File: src/rtl/dmem_ctrl_pkg.sv
// Shared encodings for the data-memory access controller: memop bit positions,
// access-size codes and FSM state constants.
package dmem_ctrl_pkg;

  // One-hot memop vector width and bit positions
  localparam int unsigned MMOP8   = 8;
  localparam int unsigned MOP_LB  = 0;
  localparam int unsigned MOP_LBU = 1;
  localparam int unsigned MOP_LH  = 2;
  localparam int unsigned MOP_LHU = 3;
  localparam int unsigned MOP_LW  = 4;
  localparam int unsigned MOP_SB  = 5;
  localparam int unsigned MOP_SH  = 6;
  localparam int unsigned MOP_SW  = 7;

  // data_sram_size encodings
  localparam logic [1:0] SZ_B = 2'd0;
  localparam logic [1:0] SZ_H = 2'd1;
  localparam logic [1:0] SZ_W = 2'd2;

  // Access FSM states
  localparam logic [1:0] StIdle   = 2'd0;
  localparam logic [1:0] StReq    = 2'd1;
  localparam logic [1:0] StWait   = 2'd2;
  localparam logic [1:0] StCancel = 2'd3;

endpackage

File: src/rtl/dmem_fmt.sv
// Combinational access formatting: alignment check, size code, byte strobes and
// lane-replicated store data derived from the one-hot memop and address.
module dmem_fmt
  import dmem_ctrl_pkg::*;
(
  input  logic [MMOP8-1:0] memop,
  input  logic [1:0]       addr_low,
  input  logic [31:0]      src_data,
  output logic             is_load,
  output logic             is_store,
  output logic             misalign,
  output logic [1:0]       size,
  output logic [3:0]       wstrb,
  output logic [31:0]      wdata
);

  logic byte_op;
  logic half_op;
  logic word_op;

  // Decode width class, alignment, and store lane formatting
  always_comb begin
    byte_op  = memop[MOP_LB] | memop[MOP_LBU] | memop[MOP_SB];
    half_op  = memop[MOP_LH] | memop[MOP_LHU] | memop[MOP_SH];
    word_op  = memop[MOP_LW] | memop[MOP_SW];
    is_load  = memop[MOP_LB] | memop[MOP_LBU] | memop[MOP_LH] | memop[MOP_LHU] | memop[MOP_LW];
    is_store = memop[MOP_SB] | memop[MOP_SH] | memop[MOP_SW];
    misalign = (half_op & addr_low[0]) | (word_op & (addr_low != 2'b00));

    size = SZ_B;
    if (half_op) size = SZ_H;
    if (word_op) size = SZ_W;

    wstrb = 4'b0000;
    wdata = 32'h0;
    if (memop[MOP_SB]) begin
      wstrb = 4'b0001 << addr_low;
      wdata = {4{src_data[7:0]}};
    end else if (memop[MOP_SH]) begin
      wstrb = addr_low[1] ? 4'b1100 : 4'b0011;
      wdata = {2{src_data[15:0]}};
    end else if (memop[MOP_SW]) begin
      wstrb = 4'b1111;
      wdata = src_data;
    end
    // byte_op only affects the size default; keep it referenced explicitly
    if (byte_op) size = SZ_B;
  end

endmodule

File: src/rtl/dmem_ctrl.sv
// Data-SRAM access controller between EX and MEM. Issues at most one access per
// instruction over req/addr_ok/data_ok, holds EX until it completes, and registers
// read data plus address/exception side info alongside the EX/MEM register.
module dmem_ctrl
  import dmem_ctrl_pkg::*;
#(
  parameter int unsigned ADDR_W = 32,
  parameter int unsigned DATA_W = 32
) (
  input  logic              clk,
  input  logic              rst,
  input  logic [MMOP8-1:0]  ex_memop_i,
  input  logic [ADDR_W-1:0] ex_memaddr_i,
  input  logic [DATA_W-1:0] ex_memwdata_i,
  input  logic              ex_valid_i,
  input  logic              pipe_stall_i,
  input  logic              pipe_flush_i,
  output logic              data_sram_req,
  output logic              data_sram_wr,
  output logic [1:0]        data_sram_size,
  output logic [ADDR_W-1:0] data_sram_addr,
  output logic [3:0]        data_sram_wstrb,
  output logic [DATA_W-1:0] data_sram_wdata,
  input  logic              data_sram_addr_ok,
  input  logic              data_sram_data_ok,
  input  logic [DATA_W-1:0] data_sram_rdata,
  output logic [DATA_W-1:0] mem_memdata_o,
  output logic [1:0]        mem_memaddr_low_o,
  output logic              adel_o,
  output logic              ades_o,
  output logic [ADDR_W-1:0] badvaddr_o,
  output logic              dmem_stall_o
);

  logic              is_load;
  logic              is_store;
  logic              misalign;
  logic [1:0]        fmt_size;
  logic [3:0]        fmt_wstrb;
  logic [DATA_W-1:0] fmt_wdata;

  dmem_fmt u_fmt (
    .memop    (ex_memop_i),
    .addr_low (ex_memaddr_i[1:0]),
    .src_data (ex_memwdata_i),
    .is_load  (is_load),
    .is_store (is_store),
    .misalign (misalign),
    .size     (fmt_size),
    .wstrb    (fmt_wstrb),
    .wdata    (fmt_wdata)
  );

  logic [1:0]        state_q, state_d;
  logic              done_q;
  logic              start;
  logic              req_wr_q;
  logic [1:0]        req_size_q;
  logic [ADDR_W-1:0] req_addr_q;
  logic [3:0]        req_wstrb_q;
  logic [DATA_W-1:0] req_wdata_q;
  logic [DATA_W-1:0] memdata_q;
  logic [1:0]        addr_low_q;
  logic              adel_q;
  logic              ades_q;
  logic [ADDR_W-1:0] badvaddr_q;
  logic              ex_adel;
  logic              ex_ades;

  // done_q blocks a replay when the access finished but EX is held downstream
  assign start   = ex_valid_i & (|ex_memop_i) & ~misalign & ~pipe_flush_i & ~done_q & ~rst;
  assign ex_adel = ex_valid_i & is_load & misalign;
  assign ex_ades = ex_valid_i & is_store & misalign;

  // Next-state logic for the access FSM
  always_comb begin
    state_d = state_q;
    case (state_q)
      StIdle: begin
        if (start) state_d = data_sram_addr_ok ? StWait : StReq;
      end
      StReq: begin
        // An accept coinciding with a flush still owes us a data_ok
        if (data_sram_addr_ok)  state_d = pipe_flush_i ? StCancel : StWait;
        else if (pipe_flush_i)  state_d = StIdle;
      end
      StWait: begin
        if (data_sram_data_ok)  state_d = StIdle;
        else if (pipe_flush_i)  state_d = StCancel;
      end
      StCancel: begin
        if (data_sram_data_ok)  state_d = StIdle;
      end
      default: state_d = StIdle;
    endcase
  end

  // SRAM request outputs and EX stall; request fields are zero when req is low
  always_comb begin
    data_sram_req   = 1'b0;
    data_sram_wr    = 1'b0;
    data_sram_size  = 2'b00;
    data_sram_addr  = '0;
    data_sram_wstrb = 4'b0000;
    data_sram_wdata = '0;
    dmem_stall_o    = 1'b0;
    case (state_q)
      StIdle: begin
        data_sram_req = start;
        dmem_stall_o  = start;
        if (start) begin
          data_sram_wr    = is_store;
          data_sram_size  = fmt_size;
          data_sram_addr  = ex_memaddr_i;
          data_sram_wstrb = fmt_wstrb;
          data_sram_wdata = fmt_wdata;
        end
      end
      StReq: begin
        data_sram_req   = 1'b1;
        data_sram_wr    = req_wr_q;
        data_sram_size  = req_size_q;
        data_sram_addr  = req_addr_q;
        data_sram_wstrb = req_wstrb_q;
        data_sram_wdata = req_wdata_q;
        dmem_stall_o    = 1'b1;
      end
      StWait:   dmem_stall_o = ~data_sram_data_ok;
      StCancel: dmem_stall_o = start;
      default:  dmem_stall_o = 1'b0;
    endcase
  end

  // FSM state, the request copy captured on issue, completion flag and read data
  always_ff @(posedge clk) begin
    if (rst) begin
      state_q     <= StIdle;
      done_q      <= 1'b0;
      req_wr_q    <= 1'b0;
      req_size_q  <= 2'b00;
      req_addr_q  <= '0;
      req_wstrb_q <= 4'b0000;
      req_wdata_q <= '0;
      memdata_q   <= '0;
    end else begin
      state_q <= state_d;
      if (state_q == StIdle && start) begin
        req_wr_q    <= is_store;
        req_size_q  <= fmt_size;
        req_addr_q  <= ex_memaddr_i;
        req_wstrb_q <= fmt_wstrb;
        req_wdata_q <= fmt_wdata;
      end
      if (pipe_flush_i || !pipe_stall_i) begin
        done_q <= 1'b0;
      end else if (state_q == StWait && data_sram_data_ok) begin
        done_q <= 1'b1;
      end
      if (state_q == StWait && data_sram_data_ok) begin
        memdata_q <= data_sram_rdata;
      end
    end
  end

  // EX/MEM side info: load on advance, bubble while EX is held by this block
  always_ff @(posedge clk) begin
    if (rst || pipe_flush_i) begin
      addr_low_q <= 2'b00;
      adel_q     <= 1'b0;
      ades_q     <= 1'b0;
      badvaddr_q <= '0;
    end else if (!pipe_stall_i) begin
      if (dmem_stall_o) begin
        addr_low_q <= 2'b00;
        adel_q     <= 1'b0;
        ades_q     <= 1'b0;
        badvaddr_q <= '0;
      end else begin
        addr_low_q <= ex_memaddr_i[1:0];
        adel_q     <= ex_adel;
        ades_q     <= ex_ades;
        badvaddr_q <= (ex_adel | ex_ades) ? ex_memaddr_i : '0;
      end
    end
  end

  assign mem_memdata_o     = memdata_q;
  assign mem_memaddr_low_o = addr_low_q;
  assign adel_o            = adel_q;
  assign ades_o            = ades_q;
  assign badvaddr_o        = badvaddr_q;

endmodule

File: config.mk
export PLATFORM = sky130hd
export DESIGN_NAME = dmem_ctrl
export DESIGN_NICKNAME = d
export VERILOG_FILES = /design/src/rtl/dmem_ctrl_pkg.sv /design/src/rtl/dmem_fmt.sv /design/src/rtl/dmem_ctrl.sv
export SDC_FILE = /design/constraint.sdc
export NUM_CORES = 1
export LEC_CHECK = 0
export ABC_AREA = 1
export CAP_MARGIN = 20
export CORE_ASPECT_RATIO = 1.75
export CORE_UTILIZATION = 40
export CTS_BUF_LIST = sky130_fd_sc_hd__clkbuf_8 sky130_fd_sc_hd__clkbuf_16
export DETAILED_ROUTE_END_ITERATION = 7
export PLACE_DENSITY = 0.77
export SYNTH_ARGS = -nofsm -noshare
export SYNTH_HDL_FRONTEND = slang
export SYNTH_SLANG_ARGS = --single-unit
File: constraint.sdc
create_clock -name clk -period 1.6 [get_ports clk]
set_input_delay 0.16 -clock clk [delete_from_list [all_inputs] [get_ports clk]]
set_output_delay 0.16 -clock clk [all_outputs]
set_load 0.03 [all_outputs]
==> impl_metrics.toml <==
[route]
wl_per_cell_um = 18.0
viasPerCell = 5.40
ant_nets = 0
firstDrtPassIters = 5
drc_errors = 0
drt_wl_total_um = 28400
first_iter_violations = 553
num_vias = 8498

[setup_path]
rrSetupSlack_ns = -0.23
crit_type = "reg -> out"
required_ns = 1.44
crit_arrival_ns = 1.84
endpoint_kind = "output port"
r2r_end = "badvaddr_o[25]"
reg2reg_depth = 11
r2r-start = "state_q[0]"
startpoint_type = "flip-flop"
cp_max_fo = 11

[die]
core_area_um2 = 16000
fp.dieW_um = 98.7
start_util_pct = 41.0
io_pins = 252
rows = 61
die_h_um = 171
die-area_um2 = 16900

[yosys]
ys_types = 26
netlist_area_um2 = 6540
yosysSeqAreaShare_pct = 43.4
synth.net_count = 1106
syn_inst = 991
syn_area_per_cell_um2 = 6.60
ys_ff_latch = 142
yosysWarnings = 0

[place]
place_area_um2 = 9920
dp_slack_ns = -0.488
placed_cells = 1461
place.gp.congestion = 0.895
post-dp-hpwl_um = 15900
portBuffers = 251

[grt]
antenna_found_initial = 1
grt_pass1_wl_um = 39000
met2_usage_pct = 54.7
grt_overflow = 0
grt_max_degree = 72
grtUsageMet3_pct = 6.05
top_usage_layer = "met2"
grt_pass1_vias = 7956
grt_usage_pct = 29.7
grtUsageMet1_pct = 29.5

[sta]
hold_violations = 0
setup_violations = 115
rsz0062_at_grt = "yes"
worstMarginPinSlew_ns = 0.900
slew_violations = 0
fin_skew_ns = 0.0116
relSlewSlack_pct = 40.0
period_share_pct = 125
final.setup.worst_slack_ns = -0.404
period_minus_slack_ns = 2.00
fmax_ghz = 0.499

[cells_and_area]
seqCellArea_um2 = 2850
fin_area_um2 = 12400
final_net_count = 1487
drive_gt1_share_pct = 31.0
multi_input_area_um2 = 3900
layout_commonest_cell = "nand2_1"
n_fill_cell = 1010
stdcell_count = 1575
layout_common_cells = "nand2_1 (276), dfxtp_1 (139), buf_4 (113)"
syn_to_final_growth_pct = 90.1

[clocking]
cts_tree = "built"
cts_root_buf = "clkbuf_16"
htree_levels = 4
clkLatencyLatePin_ns = 0.43
cts_buffer_depth = 2
clk_pin_slew_ns = 0.06
cts_made_buffers = 17
clock-sinks = 142

[power]
leakage_nw = 6.14
power_density_nw_per_um2 = 1070
ir_worst_vdd_mv = 1.04

[worst_hold_path]
hold_path.startpoint = "rst"
holdPathEnd = "state_q[1]"
hp-class = "in -> reg"
whs_path_depth = 5

[run_status]
status = "finished, violations left"
violations = "setup timing"

[run]
drv_cap = 0
[synthesized netlist by cell type, drive strengths merged]
library cell  instances  share of area (%)
nand2               380                 22
dfxtp               142                 43
nor2                118                7.1
a21oi                81                6.4
inv                  58                3.3
o21ai                51                3.9
nand4                48                4.6
clkbuf               37                2.1
buf                  27                2.6
nand3                24                1.9
a31oi                 8               0.76
o211ai                8               0.92
ha                    4               0.76
clkinv                2               0.13
nor3                  1              0.076
o31ai                 1               0.11
or2                   1              0.096
[kinds of logic (layout without fill, tap and decap cells)]
kind of cell / count (synthesis) / after routing / synth area share [%]
buffers and inverters: 124 / 517 / 8.18
AND/OR/NAND/NOR: 572 / 572 / 35.5
AO/OA/AOI/OAI: 149 / 150 / 12.1
adder cells (fa/ha/maj): 4 / 4 / 0.765
other: 0 / 1 / 0
flip-flops: 142 / 142 / 43.4
[final cells by class]
cell class	count	share of cell area [%]
Timing Repair Buffer	425	36.9
Clock inverter	14	1.36
Tap cell	189	1.90
Sequential cell	142	22.9
Antenna cell	1	0.0201
Multi-Input combinational cell	726	31.3
Inverter	60	2.05
Clock buffer	18	3.53
[per-layer routing]
metal / routed length [um] / vias to the layer above
li1: - / 3946
met1: 9620 / 3916
met2: 14700 / 485
met3: 1910 / 151
met4: 2160 / 0
met5: 0 / -
[worst max-delay path, stage by stage (launching register included)]
cell and delay [ns]:
dfxtp_2 0.32, inv_2 0.05, nand3_2 0.09, nor2_4 0.21, buf_6 0.18, buf_12 0.15
nand4_1 0.15, nand2_1 0.14, buf_6 0.14
[worst max path at each step]
stage	start	endpoint	slack, ns	cells after the start
floorplan	rst	data_sram_wstrb[3]	-0.08	8
global placement	ex_memaddr_i[1]	data_sram_wdata[4]	-0.45	10
detailed placement	ex_memop_i[2]	data_sram_wdata[17]	-0.49	10
CTS	done_q	data_sram_addr[31]	-0.28	8
global route	done_q	data_sram_addr[2]	-0.43	8
finish	done_q	data_sram_addr[2]	-0.40	8
[state kept, by name, indices dropped and copies added (netlist names), 2 cells and up]
signal and count:
state_q 2, mem_memaddr_low_o 2, badvaddr_o 32, req_size_q 2, mem_memdata_o 32, req_wstrb_q 4, req_wdata_q 32, req_addr_q 32
[through the flow]
step	setup TNS [ns]	power, W	hold slack (ns)	util (%)
finish	-30.76	0.0133	0.166	78.0
global route	-36.96	0.0138	0.185	78.0
CTS	-17.71	0.0125	0.158	73.4
detailed placement	-76.75	0.00760	0.439	62.2
global placement	-69.94	0.00756	0.435	62.2
floorplan	-0.0797	0.00594	0.313	-
[power breakdown]
group	total, W	internal (W)	switching (W)
logic	0.00520	0.00231	0.00290
registers	0.00391	0.00378	0.000130
clock network	0.00418	0.00240	0.00178
total	0.0133	0.00849	0.00481
[what timing repair did]
item                       4_1_cts  5_1_grt
setup buffers                   49       34
resized for setup              265      122
hold buffers                     0        0
cloned                           9        5
setup endpoints to repair      161      125
pin swaps                       51       60
Note: power is estimated with default switching activity, not from simulation.
